File: config.mk
export PLATFORM = sky130hd
export DESIGN_NAME = div_iter
export DESIGN_NICKNAME = d
export VERILOG_FILES = /design/src/rtl/div_iter.sv
export SDC_FILE = /design/constraint.sdc
export NUM_CORES = 1
export LEC_CHECK = 0
export CORE_UTILIZATION = 55
export CTS_CLUSTER_DIAMETER = 100
export DETAILED_ROUTE_END_ITERATION = 8
export PLACE_DENSITY = 0.86
export SYNTH_ARGS = -nofsm -noshare
export SYNTH_HDL_FRONTEND = slang
export SYNTH_SLANG_ARGS = --single-unit
File: constraint.sdc
create_clock -name clk -period 30.8 [get_ports clk]
set_input_delay 6.16 -clock clk [delete_from_list [all_inputs] [get_ports clk]]
set_output_delay 6.16 -clock clk [all_outputs]
set_load 0.01 [all_outputs]
File: src/rtl/div_iter.sv
// Iterative radix-2 restoring divider for RV32M/RV64M DIV/REM and W variants.
// Optional DIV_FAST_SPECIAL_EN: divide-by-zero, signed overflow and zero dividend finish in one cycle.
module div_iter #(
    parameter int XLEN = 64
) (
    input  logic            clk,
    input  logic            rst,
    input  logic            in_valid,
    output logic            in_ready,
    input  logic            is_signed,
    input  logic            is_rem,
    input  logic            is_word,
    input  logic [XLEN-1:0] src1,
    input  logic [XLEN-1:0] src2,
    input  logic            flush,
    output logic            out_valid,
    input  logic            out_ready,
    output logic [XLEN-1:0] result,
    output logic            busy
);
    localparam int CW = $clog2(XLEN);
    localparam int SH = XLEN - 32;

    typedef enum logic [1:0] {IDLE, CALC, FIX, DONE} state_t;

    state_t          state_reg, state_next;
    logic [CW-1:0]   cnt_reg;
    logic [XLEN-1:0] rem_reg, quo_reg, dvs_reg, dvd_reg, result_reg;
    logic            rem_sel_reg, word_reg, neg_q_reg, neg_r_reg, dz_reg, ovf_reg;

    // Sign-extend the low 32 bits when w is set; identity otherwise.
    function automatic logic [XLEN-1:0] sext_w(input logic [XLEN-1:0] v, input logic w);
        logic signed [XLEN-1:0] t;
        t = $signed(v << SH);
        t = t >>> SH;
        return w ? t : v;
    endfunction

    function automatic logic [XLEN-1:0] finish_val(
        input logic            rsel,
        input logic            w,
        input logic            dz,
        input logic            ovf,
        input logic            neg,
        input logic [XLEN-1:0] quo,
        input logic [XLEN-1:0] rem,
        input logic [XLEN-1:0] dvd
    );
        logic [XLEN-1:0] v;
        v = rsel ? rem : quo;
        if (neg) v = -v;
        if (dz)       v = rsel ? dvd : '1;
        else if (ovf) v = rsel ? '0 : dvd;
        return sext_w(v, w);
    endfunction

    logic            word_in, sign_a, sign_b, dz_in, ovf_in, accept;
    logic [31:0]     a32_neg, b32_neg;
    logic [XLEN-1:0] a_trunc, mag_a, mag_b, q_init;
    logic [XLEN:0]   rem_sh, diff;
    logic            q_bit;
    logic [XLEN-1:0] rem_step;

    always_comb begin
        word_in = (XLEN == 64) && is_word;
        a32_neg = -src1[31:0];
        b32_neg = -src2[31:0];
        a_trunc = word_in ? XLEN'(src1[31:0]) : src1;
        sign_a  = word_in ? src1[31] : src1[XLEN-1];
        sign_b  = word_in ? src2[31] : src2[XLEN-1];
        if (is_signed && sign_a) mag_a = word_in ? XLEN'(a32_neg) : -src1;
        else                     mag_a = a_trunc;
        if (is_signed && sign_b) mag_b = word_in ? XLEN'(b32_neg) : -src2;
        else                     mag_b = word_in ? XLEN'(src2[31:0]) : src2;
        dz_in   = word_in ? (src2[31:0] == 32'd0) : (src2 == '0);
        if (word_in)
            ovf_in = is_signed && (src1[31:0] == 32'h8000_0000) && (src2[31:0] == 32'hFFFF_FFFF);
        else
            ovf_in = is_signed && (src1 == {1'b1, {(XLEN-1){1'b0}}}) && (src2 == '1);
        // Left-align the dividend so the quotient always shifts out of the MSB.
        q_init  = word_in ? (mag_a << SH) : mag_a;
        accept  = in_valid && (state_reg == IDLE) && !flush;
    end

    always_comb begin
        rem_sh   = {rem_reg, quo_reg[XLEN-1]};
        diff     = rem_sh - {1'b0, dvs_reg};
        q_bit    = ~diff[XLEN];
        rem_step = q_bit ? diff[XLEN-1:0] : rem_sh[XLEN-1:0];
    end

`ifdef DIV_FAST_SPECIAL_EN
    logic            fast_hit;
    logic [XLEN-1:0] fast_val;
    always_comb begin
        fast_hit = dz_in || ovf_in || (a_trunc == '0);
        fast_val = finish_val(is_rem, word_in, dz_in, ovf_in, 1'b0, '0, '0, a_trunc);
    end
`endif

    always_comb begin
        state_next = state_reg;
        if (flush) begin
            state_next = IDLE;
        end else begin
            case (state_reg)
                IDLE: if (in_valid) begin
`ifdef DIV_FAST_SPECIAL_EN
                    state_next = fast_hit ? DONE : CALC;
`else
                    state_next = CALC;
`endif
                end
                CALC: if (cnt_reg == '0) state_next = FIX;
                FIX:  state_next = DONE;
                DONE: if (out_ready) state_next = IDLE;
                default: state_next = IDLE;
            endcase
        end
    end

    always_ff @(posedge clk or posedge rst) begin
        if (rst) state_reg <= IDLE;
        else     state_reg <= state_next;
    end

    always_ff @(posedge clk or posedge rst) begin
        if (rst) begin
            cnt_reg     <= '0;
            rem_reg     <= '0;
            quo_reg     <= '0;
            dvs_reg     <= '0;
            dvd_reg     <= '0;
            result_reg  <= '0;
            rem_sel_reg <= 1'b0;
            word_reg    <= 1'b0;
            neg_q_reg   <= 1'b0;
            neg_r_reg   <= 1'b0;
            dz_reg      <= 1'b0;
            ovf_reg     <= 1'b0;
        end else if (accept) begin
            cnt_reg     <= word_in ? CW'(31) : CW'(XLEN-1);
            rem_reg     <= '0;
            quo_reg     <= q_init;
            dvs_reg     <= mag_b;
            dvd_reg     <= a_trunc;
            rem_sel_reg <= is_rem;
            word_reg    <= word_in;
            neg_q_reg   <= is_signed && (sign_a ^ sign_b);
            neg_r_reg   <= is_signed && sign_a;
            dz_reg      <= dz_in;
            ovf_reg     <= ovf_in;
`ifdef DIV_FAST_SPECIAL_EN
            if (fast_hit) result_reg <= fast_val;
`endif
        end else if (!flush && state_reg == CALC) begin
            rem_reg <= rem_step;
            quo_reg <= {quo_reg[XLEN-2:0], q_bit};
            if (cnt_reg != '0) cnt_reg <= cnt_reg - 1'b1;
        end else if (!flush && state_reg == FIX) begin
            result_reg <= finish_val(rem_sel_reg, word_reg, dz_reg, ovf_reg,
                                     rem_sel_reg ? neg_r_reg : neg_q_reg,
                                     quo_reg, rem_reg, dvd_reg);
        end
    end

    assign in_ready  = (state_reg == IDLE);
    assign out_valid = (state_reg == DONE);
    assign busy      = (state_reg != IDLE);
    assign result    = result_reg;
endmodule

==> results.cfg, run 1 <==
[run_status]
status = finished clean

[yosys]
ys_seq_elements = 334
yosys_warnings = 0
synthArstFlopShare_pct = 100
synthAdderAreaFrac_pct = 4.01
yosys.area.top_type = dfrtp_1
synth_top_family_by_area = compound AO/OA/AOI/OAI gates
synth-main-ff-cell = dfrtp_1
syn_nets = 3085
yosys-top-cells-area = dfrtp_1 35%, nand2_1 7.6%, mux2i_1 5.4%
synthCells = 2874
synth_xor_area_share_pct = 9.38
synth_edf_count = 0
synthMuxAreaShare_pct = 5.54
yosysSeqAreaShare_pct = 35.4
yosysMostFrequentCell = nand2_1
avgSynthCellArea_um2 = 8.22
yosys.area_share.simple_pct = 19.8
synth_compound_area_share_pct = 21.2
ys_types = 83
synthTopCellsByCount = 476 x nand2_1, 334 x dfrtp_1, 223 x o21ai_0
syn_area_mm2 = 0.0236
synth_top_area_share_pct = 35.4

[placement]
place.gp.congestion = 0.994
portBuffers = 202
dp_hpwl_um = 57200

[global_route]
antenna_found_initial = 1
grt_pass1_wl_um = 120000
grt_pass1_vias = 20977
grt_max_degree = 128
overflow = 0
grtUsageTotal_pct = 34.8

[cells_and_area]
final_layout_size_suffix_gt1_share_pct = 4.32
final_nets = 3175
syn2layout_area_growth_pct = 14.5
fill_cells = 3564
regArea_mm2 = 0.00836
diodes = 0
final_util_pct = 64.2
multi_input_area_mm2 = 0.0142

[detailed_routing]
first_iter_violations = 2533
drtPass1Iterations = 9
via_per_inst = 6.43
drtAntennaViolNets = 0
dr_total_vias = 22668
wl_per_cell_um = 21.8
drc = 0
drt_wl_total_um = 76700

[floorplan]
core.rowCount = 75
io_pins = 203
dieArea_mm2 = 0.0438
core_mm2 = 0.0421
die_y_um = 209
dieWidth_um = 209
initial_core_util_pct = 56.1

[sta]
skew_ns = 0.0242
drv_slew = 0
relSlewSlack_pct = 22.8
fin_crit_ns = 9.58
fin_tns_setup_ns = 0
post-route-period-util_pct = 31.1
grt_setup_unrepaired = false
setup_viol = 0
fmax_ghz = 0.104
worst_slew_pin_slew_ns = 1.16
finalHoldViolations = 0

[power_and_ir_drop]
vdd_drop_max_mv = 0.0406
p_sw_share_pct = 43.6
power.density_mw_per_mm2 = 87.3
power.share.clock_pct = 19.1
pwr-share-comb_pct = 49.9
p_leak_nw = 11.4
intPower_mw = 1.33
sequentialPowerShare_pct = 31.0
switching_power_mw = 1.03

[clock_tree]
htreeDepth = 2
hold_buffers = 0
clock_sinks = 334
cts_tree = done
post_cts_resized = 0
clock_latency_ns = 0.58
cts_buffers = 37
cts_setup_buffers = 0
clock_path_buffers = 3
cts-root-buf = clkbuf_16
clk_pin_slew_ns = 0.06

[setup_path]
reg2reg_from = rem_sel_reg
cp_max_fo = 6
crit_arrival_ns = 10.05
rr_worst_depth = 11
startpoint_type = input pin
startpoint = src1[2]
required_ns = 31.27
timing.rr.end = result[38]
cp-end-kind = flop
rrSetupSlack_ns = 25.49
critPathKind = input pin to flop
crit_end = quo_reg[62]

[job]
cap_violations = 0

[worst_hold_path]
min_path_type = flop to flop
[metrics by stage]
| step | cell area (um^2) | setup slack, ns | hold slack (ns) | cells | total power [mW] |
|---|---|---|---|---|---|
| after floorplan | 23600 | 15.39 | 0.433 | 2874 | 1.49 |
| after global placement | 25900 | 20.89 | 0.446 | 3464 | 1.85 |
| after detailed placement | 25900 | 20.84 | 0.456 | 3464 | 1.88 |
| after CTS | 27000 | 21.42 | 0.472 | 3527 | 2.33 |
| after global routing | 27000 | 20.97 | 0.492 | 3527 | 2.50 |
| final | 27000 | 21.22 | 0.470 | 3527 | 2.36 |
[layout make-up]
class | instances | area share [%]
inverter | 105 | 1.49
clock inverter | 16 | 0.726
clock buffer | 47 | 3.67
tap | 539 | 2.49
timing repair buffer | 228 | 8.18
multi-input combinational | 2258 | 52.5
sequential | 334 | 30.9
[power by group through the flow]
| stage | clock (mW) | combinational, mW | sequential [mW] |
|---|---|---|---|
| 2_1_floorplan | 0 | 0.784 | 0.708 |
| 3_3_place_gp | 0 | 1.12 | 0.724 |
| 3_5_place_dp | 0 | 1.15 | 0.733 |
| 4_1_cts | 0.454 | 1.15 | 0.727 |
| 5_1_grt | 0.469 | 1.28 | 0.749 |
| 6_report | 0.451 | 1.18 | 0.732 |
[per-layer routing]
layer / vias to the layer above / global-route usage [%] / share of wire, %
li1: 10454 / - / -
met3: 156 / 6.69 / 10
met4: 2 / 13.6 / 4.1
met5: - / 0 / 0.017
met1: 10806 / 49.8 / 43
met2: 1250 / 51.8 / 43
[worst min-delay path by stage]
stage / startpoint / end / slack (ns) / cells past startpoint
finish: dvd_reg[49] / dvd_reg[49] / 0.47 / 2
global route: dvd_reg[50] / dvd_reg[50] / 0.49 / 2
CTS: dvd_reg[59] / dvd_reg[59] / 0.47 / 2
detailed placement: dvd_reg[59] / dvd_reg[59] / 0.46 / 2
global placement: dvd_reg[49] / dvd_reg[49] / 0.45 / 2
floorplan: dvd_reg[49] / dvd_reg[49] / 0.43 / 2
[worst max-delay path, cell delays in order]
cell and delay (ns):
clkdlybuf4s50_1 0.51, nor3_1 0.58, nand4b_1 0.33, nand3b_1 0.47, nor3_1 0.66, nand3_1 0.18
nor4_1 0.52, a31oi_1 0.19, xnor2_1 0.17, a222oi_1 0.27
[kinds of logic (layout without fill, tap and decap cells)]
family,Yosys count,after routing
compound gates,796,796
xor+xnor,252,252
fa+ha+maj,75,75
buf+inv,282,396
flops,334,334
mux,130,130
simple gates,1005,1005
[cells in the final DEF, fill, tap and decap left out, drive strengths merged, types with 16 or more instances in the layout]
cell type / Yosys / routed
nand2: 476 / 476
nor4: 22 / 22
a22oi: 21 / 21
clkbuf: 143 / 47
a21o: 41 / 41
nor2b: 16 / 16
a21oi: 186 / 186
and3: 18 / 18
o22ai: 50 / 50
nand4: 34 / 34
a221oi: 63 / 63
nand3: 28 / 28
inv: 105 / 107
or3: 21 / 21
xor2: 120 / 120
nand3b: 35 / 35
xnor2: 132 / 132
clkdlybuf4s50: 0 / 201
nor3: 89 / 89
buf: 34 / 27
ha: 74 / 74
o31ai: 38 / 38
a31oi: 29 / 29
dfrtp: 334 / 334
o221ai: 21 / 21
nor2: 189 / 189
mux2i: 128 / 128
o21ai: 251 / 251
(Power assumes the default switching activity.)
==> inputs of run 2 (changes only) <==
- CORE_UTILIZATION: 55 -> 54
- PLACE_DENSITY: 0.86 -> 0.88
- clock period: 30.8 -> 8.35 ns (I/O delays scaled with it)
==> run 2 against run 1 <==
Clock skew is 0.0041 ns higher. Routed wire length grew 2.1%. Sequential share of layout area fell by 0.20 points. Register-to-register slack worse by 22 ns. Worst hold slack better by 0.0017 ns. Final cell count up 1.6%. Largest power group unchanged. Clock power grew to 3.9 times the previous value. Core utilization fell by 1.0 points.
==> results.cfg, run 2 (synthesis results as in run 1) <==
[detailed_routing]
via_per_inst = 6.44
first_iter_violations = 2552
drtPass1Iterations = 8
drt_wl_total_um = 78400
dr_total_vias = 23085
drc = 0
drtAntennaViolNets = 0
wl_per_cell_um = 21.9

[worst_hold_path]
min_to = dvd_reg[57]
min_path_type = flop to flop
hold_start = dvd_reg[57]
whs_path_depth = 2

[placement]
dp_hpwl_um = 57500
place.gp.congestion = 0.961
portBuffers = 202
dpl-instance-area_mm2 = 0.0259
dp_cells = 3509

[setup_path]
slowest_delay_ns = 0.70
cp_max_fo = 6
timing.rr.end = result[44]
rrSetupSlack_ns = 3.22
crit_chain = clkdlybuf4s50_1 -> or4_1 -> nor3_1 -> nand3b_1 -> nor3_1 -> nand3_1 -> nor4_1 -> a31oi_1 -> xnor2_1 -> a222oi_1
crit_arrival_ns = 5.75
startpoint_type = input pin
critPathKind = input pin to flop
critical-path-slowest-cell = nor3_1
cp-end-kind = flop
crit_top_cell = nor3_1
reg2reg_from = rem_sel_reg
rr_worst_depth = 11
required_ns = 8.82

[power_and_ir_drop]
vdd_drop_max_mv = 0.341
fin_total_pwr_mw = 8.76
p_leak_nw = 11.5
power.density_mw_per_mm2 = 322

[clock_tree]
cts-root-buf = clkbuf_16
clock_sinks = 334
hold_buffers = 0
cts_setup_buffers = 0
clock_latency_ns = 0.58
htreeDepth = 2
clock_path_buffers = 3
cts_tree = done
cts_buffers = 40
post_cts_resized = 0
clk_pin_slew_ns = 0.06

[global_route]
grtUsageTotal_pct = 34.9
grt_pass1_wl_um = 121000
grt_pass1_vias = 22421
antenna_found_initial = 0
overflow = 0
grt_max_degree = 182

[cells_and_area]
final_common_cell = nand2_1
finalNonFillerCells = 3583
final_nets = 3177
final_layout_size_suffix_gt1_share_pct = 4.51
syn2layout_area_growth_pct = 15.2
layout_common_cells = 475 x nand2_1, 333 x dfrtp_1, 223 x o21ai_0, 201 x clkdlybuf4s50_1, 187 x nor2_1
final_area_mm2 = 0.0272

[sta]
whs_ns = 0.471
setup_viol = 0
drv_slew = 0
skew_ns = 0.0283
post-route-period-util_pct = 63.3
finalHoldViolations = 0
worst_slew_pin_slew_ns = 1.19
grt_setup_unrepaired = false
fmax_ghz = 0.189
fin_tns_setup_ns = 0
relSlewSlack_pct = 20.7
fin_crit_ns = 5.28

[floorplan]
io_pins = 203
core.rowCount = 76
dieArea_mm2 = 0.0446
die_y_um = 211
core_mm2 = 0.0431
initial_core_util_pct = 54.8
dieWidth_um = 211

[job]
cap_violations = 0

[run_status]
status = finished clean
[run 2: changes by cell type in the layout (fill, tap and decap cells not counted), moves of 2 or more]
cell / change
clkbuf_8: +7
bufinv_16: -3
clkbuf_1: +3
clkbuf_16: +4
diode_2: +2
buf_4: -2
[run 2: worst max-delay path: cells and delay by family]
family	cells	cell delay [ns]
AND/OR/NAND/NOR	6	2.94
buffers and inverters	1	0.50
AO/OA/AOI/OAI	2	0.46
XOR/XNOR	1	0.17
[run 2: final cells by class]
class	instances	area [um^2]
fill	3605	15900
multi-input combinational	2258	14200
sequential	334	8360
timing repair buffer	227	2220
clock buffer	61	1200
tap	585	732
inverter	105	398
clock inverter	11	91.3
antenna	2	5.00
[run 2: metal layers]
layer  GRT usage, %  routed length (um)
met1           42.6               29600
met2           56.7               37100
met3           6.38                6450
met4           22.7                5210
met5              0                   0
[run 2: through the flow]
| stage | utilization, % | worst slack (ns) |
|---|---|---|
| 4_1_cts | 63.2 | 3.30 |
| 3_3_place_gp | 60.2 | 2.82 |
| 6_report | 63.2 | 3.07 |
| 5_1_grt | 63.2 | 2.87 |
| 2_1_floorplan | - | 2.22 |
| 3_5_place_dp | 60.2 | 2.71 |
[run 2: how the worst max path moves through the flow]
stage               startpoint           to
finish                src1[11]  quo_reg[62]
floorplan                  rst   cnt_reg[0]
CTS                   src1[11]  quo_reg[62]
global placement      src1[11]  quo_reg[62]
global route          src1[11]  quo_reg[62]
detailed placement    src1[11]  quo_reg[62]
[run 2: power by group]
part | internal, mW | switching (mW)
clock network | 1.02 | 0.722
registers | 2.22 | 0.482
logic | 1.72 | 2.59
total | 4.97 | 3.79
